<file path="config.mk">
export PLATFORM = sky130hd
export DESIGN_NAME = mux_scan_nchan_flat
export DESIGN_NICKNAME = d
export VERILOG_FILES = /design/src/rtl/mux_scan_pkg.sv /design/src/rtl/mux_scan_nchan_if.sv /design/src/rtl/mux_scan_nchan_scan_prescaler.sv /design/src/rtl/mux_scan_nchan.sv /design/src/flat_wrapper.sv
export SDC_FILE = /design/constraint.sdc
export NUM_CORES = 1
export LEC_CHECK = 0
export BUFFER_PORTS_ARGS = -buffer_cell sky130_fd_sc_hd__buf_2
export CAP_MARGIN = 15
export CORE_MARGIN = 4
export CORE_UTILIZATION = 53
export CTS_CLUSTER_DIAMETER = 100
export DETAILED_ROUTE_END_ITERATION = 10
export GPL_TIMING_DRIVEN = 0
export PLACE_DENSITY = 0.78
export SKIP_LAST_GASP = 1
export SLEW_MARGIN = 20
export SYNTH_ARGS = -nofsm -noshare
export SYNTH_HDL_FRONTEND = slang
export SYNTH_SLANG_ARGS = --single-unit
</file>
<file path="constraint.sdc">
create_clock -name clk -period 1.8 [get_ports clk]
set_input_delay 0.09 -clock clk [delete_from_list [all_inputs] [get_ports clk]]
set_output_delay 0.09 -clock clk [all_outputs]
set_load 0.1 [all_outputs]
</file>
<file path="src/rtl/mux_scan_pkg.sv">
// Shared constants and helpers for the N-channel scan multiplexer.
// Channel slices are packed most-significant first: channel 0 occupies the top W bits.
package mux_scan_pkg;

  localparam int DEF_DIV       = 100000;
  localparam int DEF_BLANK_CYC = 16;

  // Channel 0 is the most-significant slice of the packed data bus.
  localparam bit SLICE_MSB_FIRST = 1'b1;

  // Ceiling log2, never below 1 so it can size a register directly.
  function automatic int clog2(input int n);
    int r;
    int v;
    r = 0;
    v = n - 1;
    while (v > 0) begin
      r = r + 1;
      v = v >> 1;
    end
    return (r < 1) ? 1 : r;
  endfunction

  // LSB position of channel k inside a CH*W packed bus.
  function automatic int slice_lsb(input int ch, input int k, input int w);
    return SLICE_MSB_FIRST ? (ch - 1 - k) * w : k * w;
  endfunction

endpackage

</file>
<file path="src/rtl/mux_scan_nchan_if.sv">
// Data/control bundle between the display registers and the scan multiplexer.
// master drives the inputs and observes the outputs; slave is the multiplexer side.
interface mux_scan_nchan_if #(
  parameter int CH = 4,
  parameter int W  = 4
);
  localparam int IW = $clog2(CH);

  logic            en;
  logic            auto;
  logic [IW-1:0]   sel;
  logic [CH*W-1:0] data_in;
  logic [W-1:0]    data_out;
  logic [CH-1:0]   an_n;
  logic [IW-1:0]   ch_idx;
  logic            scan_wrap;

  modport master (
    output en, auto, sel, data_in,
    input  data_out, an_n, ch_idx, scan_wrap
  );

  modport slave (
    input  en, auto, sel, data_in,
    output data_out, an_n, ch_idx, scan_wrap
  );
endinterface

</file>
<file path="src/rtl/mux_scan_nchan_scan_prescaler.sv">
// Scan-rate prescaler: counts 0..DIV-1 while enabled and pulses tick on the last count.
// reset also serves as a hold-at-zero clear from the parent.
module scan_prescaler
  import mux_scan_pkg::*;
#(
  parameter int DIV = DEF_DIV
) (
  input  logic clk,
  input  logic reset,
  input  logic en,
  output logic tick
);
  localparam int            CW   = clog2(DIV);
  localparam logic [CW-1:0] LAST = CW'(DIV - 1);

  logic [CW-1:0] cnt_reg;

  assign tick = en && (cnt_reg == LAST);

  always_ff @(posedge clk) begin
    if (reset) begin
      cnt_reg <= '0;
    end else if (tick) begin
      cnt_reg <= '0;
    end else if (en) begin
      cnt_reg <= cnt_reg + CW'(1);
    end
  end
endmodule

</file>
<file path="src/rtl/mux_scan_nchan.sv">
// N-channel W-bit time-division multiplexer with auto scan or manual select, registered outputs.
// Define MUX_SCAN_BLANK_EN to blank an_n for BLANK_CYC enabled cycles after each channel change.
module mux_scan_nchan
  import mux_scan_pkg::*;
#(
  parameter int CH        = 4,
  parameter int W         = 4,
  parameter int DIV       = DEF_DIV,
  parameter int BLANK_CYC = DEF_BLANK_CYC
) (
  input  logic            clk,
  input  logic            reset,
  mux_scan_nchan_if.slave bus
);
  localparam int IW = $clog2(CH);

  if (CH < 2 || CH > 16 || DIV < 1 || BLANK_CYC < 1) begin : g_bad_param
    $error("mux_scan_nchan: parameter out of range");
  end

  logic [IW-1:0] ch_idx_reg, ch_idx_next;
  logic [W-1:0]  data_out_reg;
  logic [CH-1:0] an_n_reg, an_n_next;
  logic          scan_wrap_reg, wrap_next;
  logic          tick, pre_en, pre_clr, blank_hold;
  logic [W-1:0]  slices [CH];

  for (genvar gi = 0; gi < CH; gi++) begin : g_slice
    assign slices[gi] = bus.data_in[slice_lsb(CH, gi, W) +: W];
  end

  // Manual mode keeps the prescaler parked at zero so auto resumes with a full dwell.
  assign pre_en  = bus.en & bus.auto;
  assign pre_clr = reset | (bus.en & ~bus.auto);

  scan_prescaler #(.DIV(DIV)) u_prescaler (
    .clk   (clk),
    .reset (pre_clr),
    .en    (pre_en),
    .tick  (tick)
  );

  always_comb begin
    ch_idx_next = ch_idx_reg;
    if (bus.auto) begin
      if (tick) begin
        ch_idx_next = (ch_idx_reg == IW'(CH - 1)) ? '0 : ch_idx_reg + IW'(1);
      end
    end else if ({1'b0, bus.sel} < (IW + 1)'(CH)) begin
      ch_idx_next = bus.sel;
    end
  end

  assign wrap_next = tick && (ch_idx_reg == IW'(CH - 1));
  assign an_n_next = ~(CH'(1) << ch_idx_reg);

`ifdef MUX_SCAN_BLANK_EN
  localparam int BW = clog2(BLANK_CYC + 1);

  if (BLANK_CYC >= DIV) begin : g_bad_blank
    $error("mux_scan_nchan: BLANK_CYC must be below DIV");
  end

  logic [BW-1:0] blank_cnt_reg;
  logic          ch_change;

  assign ch_change  = (ch_idx_next != ch_idx_reg);
  // The change edge itself blanks, so BLANK_CYC-1 further edges stay dark.
  assign blank_hold = ch_change || (blank_cnt_reg != '0);

  always_ff @(posedge clk) begin
    if (reset) begin
      blank_cnt_reg <= '0;
    end else if (bus.en) begin
      if (ch_change) begin
        blank_cnt_reg <= BW'(BLANK_CYC - 1);
      end else if (blank_cnt_reg != '0) begin
        blank_cnt_reg <= blank_cnt_reg - BW'(1);
      end
    end
  end
`else
  assign blank_hold = 1'b0;
`endif

  always_ff @(posedge clk) begin
    if (reset) begin
      ch_idx_reg    <= '0;
      data_out_reg  <= '0;
      an_n_reg      <= '1;
      scan_wrap_reg <= 1'b0;
    end else if (!bus.en) begin
      scan_wrap_reg <= 1'b0;
    end else begin
      ch_idx_reg    <= ch_idx_next;
      scan_wrap_reg <= wrap_next;
      if (blank_hold) begin
        an_n_reg <= '1;
      end else begin
        data_out_reg <= slices[ch_idx_reg];
        an_n_reg     <= an_n_next;
      end
    end
  end

  assign bus.ch_idx    = ch_idx_reg;
  assign bus.data_out  = data_out_reg;
  assign bus.an_n      = an_n_reg;
  assign bus.scan_wrap = scan_wrap_reg;
endmodule

</file>
<file path="src/flat_wrapper.sv">
// flat-port wrapper written by rule: the top's interface ports become plain ports
module mux_scan_nchan_flat import mux_scan_pkg::*;
#(
  parameter int CH        = 4,
  parameter int W         = 4,
  parameter int DIV       = DEF_DIV,
  parameter int BLANK_CYC = DEF_BLANK_CYC
)
  (clk, reset, bus_en, bus_auto, bus_sel, bus_data_in, bus_data_out, bus_an_n, bus_ch_idx, bus_scan_wrap);
  mux_scan_nchan_if #(.CH(CH), .W(W)) bus_i ();
  input  logic clk;
  input  logic reset;
  input wire logic [$bits(bus_i.en)-1:0] bus_en;
  input wire logic [$bits(bus_i.auto)-1:0] bus_auto;
  input wire logic [$bits(bus_i.sel)-1:0] bus_sel;
  input wire logic [$bits(bus_i.data_in)-1:0] bus_data_in;
  output wire logic [$bits(bus_i.data_out)-1:0] bus_data_out;
  output wire logic [$bits(bus_i.an_n)-1:0] bus_an_n;
  output wire logic [$bits(bus_i.ch_idx)-1:0] bus_ch_idx;
  output wire logic [$bits(bus_i.scan_wrap)-1:0] bus_scan_wrap;
  assign bus_i.en = bus_en;
  assign bus_i.auto = bus_auto;
  assign bus_i.sel = bus_sel;
  assign bus_i.data_in = bus_data_in;
  assign bus_data_out = bus_i.data_out;
  assign bus_an_n = bus_i.an_n;
  assign bus_ch_idx = bus_i.ch_idx;
  assign bus_scan_wrap = bus_i.scan_wrap;
  mux_scan_nchan #(.CH(CH), .W(W), .DIV(DIV), .BLANK_CYC(BLANK_CYC)) u_core (.clk(clk), .reset(reset), .bus(bus_i));
endmodule
</file>
==> summary.txt <==
Setup path
  – Most frequent CP cell: buf_4
  – WP data arrival: 1.90 ns
  – CP required: 2.05 ns
  – Critical Path Sink Type: register
  – Crit start category: register
  – Worst-path maximum fanout: 10
  – CP Cell Sequence: ha_1 > and3_1 > buf_4 > nand3_1 > o21ai_4 > buf_4 > nor2_1
  – Slowest-stage cell, CP: dfxtp_1
  – Crit-path max cell delay: 0.41 ns
  – Crit path kind: register to register

Synthesis
  – Top cell type's share of synthesized area: 38.4%
  – Yosys top cell by area: dfxtp_1
  – Synthesized area: 1460 sq um
  – Synthesized instance count: 154
  – Syn Nets: 181
  – Ys flop type: dfxtp_1
  – Syn avg cell area: 9.49 sq um
  – Share of the yosys chip area belonging to registers: 38.4%
  – Number of synthesized flops with an enable pin: 0
  – Count of cell types in the netlist: 36
  – Top post-synthesis cells by area: dfxtp_1 (38%), mux4_2 (6.2%), xnor2_1 (5.4%), nor2_1 (4.9%), ha_1 (4.3%)
  – Yosys reg bits: 28
  – Synth Warn #: 0
  – FFs w/ async S/R, synth: 0%

Global route
  – Initial antenna violation count: 0
  – Number of global-route vias before repair: 1284
  – Global-route wire length before repair: 5690 microns
  – Total GRT Usage: 20.5%
  – Largest net degree at the start of global routing: 16
  – Total gr overflow: 0

CTS
  – Worst-path clk slew: 0.15 ns
  – Worst-Skew Late Latency: 0.34 ns
  – Clock Sinks: 28
  – CTS tree: built
  – Post-CTS Setup Repair Bufs: 0
  – Root buffer cell: clkbuf_4
  – Num CTS Buffers: 3
  – Clock H-tree levels: 1
  – Clock Path Buffers: 2

Min path
  – Hold Crit Class: input port to register

Pwr
  – Leakage: 0.666 nW
  – Pint: 0.835 mW
  – Psw: 0.374 mW
  – Combinational Power Share: 19.9%
  – Max rail drop VDD: 0.000738 V
  – Switching Fraction: 30.9%
  – Flop pwr share: 53.7%
  – Clk pwr share: 26.4%
  – Power per cell area: 706 nW/um^2

Final layout
  – Most common cell after layout, fill and taps aside: buf_2
  – Max reg flops: 17
  – Commonest cells after routing, fill and taps aside: buf_2 (31), dfxtp_1 (26), nor2_1 (19)
  – Diodes inserted: 0
  – Fin util: 67.3%
  – P&R area growth vs syn: 17.2%
  – Fraction of layout cells with a size suffix above 1: 28.4%
  – Final instance area: 1710 sq um
  – Nets: 218
  – Final non-filler cell total: 220

STA
  – Achievable Freq: 606 MHz
  – Slew margin rel.: 66.3%
  – Layout Skew: 0.00226 ns
  – Slew of the pin with the lowest slew margin: 0.506 ns
  – Final setup violating endpoints: 0
  – Setup TNS: 0 ns
  – RSZ-0062 raised after global routing: false
  – Hold_ws: 0.0872 ns
  – Final hold vios: 0
  – Fin. max-slew vios: 0
  – Fin crit period: 1.65 ns
  – Final worst-path cycle share: 91.6%

Detailed routing
  – Drt drc: 0
  – DR WL/cell: 14.7 microns
  – Initial DRC count: 45
  – Detailed Routing Iterations Pass 1: 4
  – DR vias: 1265
  – Post-Route WL: 3240 microns
  – Antenna viol nets, final: 0
  – Via/cell ratio: 5.75

Run status
  – Run status: completed

Placed design
  – Hpwl dp: 2470 microns
  – Port Buffers: 31
  – Routability cong.: 0.811
  – Cells after DPL: 215
  – DP Area: 1660 sq um

Run
  – Number of max-cap violations: 0

Die
  – Rows: 18
  – Io pins: 33
  – Die Ht: 60.5 microns
  – Starting Density: 57.4%
  – Core Box Area: 2540 sq um
  – Overall die area: 3660 sq um
  – Die span in x: 60.5 microns
## Yosys cell counts (2+ instances only)
cell	count
nor2_1	19
xnor2_1	9
dfxtp_1	28
nor3_1	5
xor2_1	3
mux2i_1	5
buf_4	4
a21oi_1	2
a211oi_1	2
nand4_2	2
nand4_1	4
and3_1	2
ha_1	5
clkbuf_1	3
and4_1	2
nand2_1	11
inv_1	3
o21ai_0	8
nor4_1	4
mux4_2	4
nand2b_1	5
nand3_2	2
o211a_1	2
nor2b_1	2
nand3_1	7
## worst max-delay path: cells and delay by family, from the launching register on
kind | cells | cell delay, ns
AO/OA/AOI/OAI | 1 | 0.24
adder cells (fa/ha/maj) | 1 | 0.19
buffers and inverters | 2 | 0.37
flip-flops | 1 | 0.41
AND/OR/NAND/NOR | 3 | 0.37
## layer usage
layer | wire (microns) | vias to the layer above | GRT usage [%]
met5 | 0 | - | 0
met4 | 64 | 0 | 8.05
met3 | 167 | 7 | 3.83
met2 | 1560 | 34 | 34.1
met1 | 1460 | 596 | 26.3
li1 | - | 628 | -
## path summary, 6_finish.rpt
kind / from / end / slack, ns / cells after the start
worst min-delay path: bus_sel[1] / u_core.bus.ch_idx[1] / 0.09 / 3
worst max-delay path: u_core.u_prescaler.cnt_reg[0] / u_core.u_prescaler.cnt_reg[10] / 0.15 / 7
worst max register to register: u_core.u_prescaler.cnt_reg[0] / u_core.u_prescaler.cnt_reg[10] / 0.15 / 7
worst min register to register: u_core.u_prescaler.cnt_reg[16] / u_core.u_prescaler.cnt_reg[16] / 0.51 / 2
## what timing repair did
action / CTS / global route
endpoints found under the hold margin: 3 / 0
endpoints found under the setup margin: 0 / 10
gates resized for setup: 0 / 1
hold buffers: 1 / 0
## logic make-up (layout without fill, tap and decap cells)
kind of cell / count (synthesis) / after routing / synth area share, %
AOI/OAI and AO/OA: 18 / 18 / 8.31
xor gates and xnor gates: 12 / 12 / 7.19
adders and majority gates: 5 / 5 / 4.28
buffers and inverters: 10 / 46 / 3.60
DFF: 28 / 28 / 38.4
muxes: 10 / 10 / 10.4
and+or+nand+nor: 71 / 71 / 27.9
## final cells by class
| cell class | instances | area, sq um |
|---|---|---|
| multi-input cells | 116 | 856 |
| inverters | 3 | 11.3 |
| plain buffers | 7 | 41.3 |
| repair buffers | 32 | 165 |
| well taps | 30 | 37.5 |
| clock buffers | 4 | 36.3 |
| flip-flops and latches | 28 | 566 |
| fillers | 229 | 832 |
## power by group through the flow
stage / clock network [mW] / registers, mW / logic [mW]
after floorplan: 0 / 0.764 / 0.0815
after global placement: 0 / 0.661 / 0.231
after detailed placement: 0 / 0.662 / 0.237
after CTS: 0.318 / 0.649 / 0.240
after global routing: 0.348 / 0.653 / 0.255
final: 0.319 / 0.649 / 0.241
## per-stage QoR
step	worst slack, ns	power (mW)
2_1_floorplan	0.116	0.846
3_3_place_gp	0.238	0.892
3_5_place_dp	0.128	0.899
4_1_cts	0.115	1.21
5_1_grt	0.0155	1.26
6_report	0.151	1.21
No activity file was read; power rests on OpenSTA's default activity.
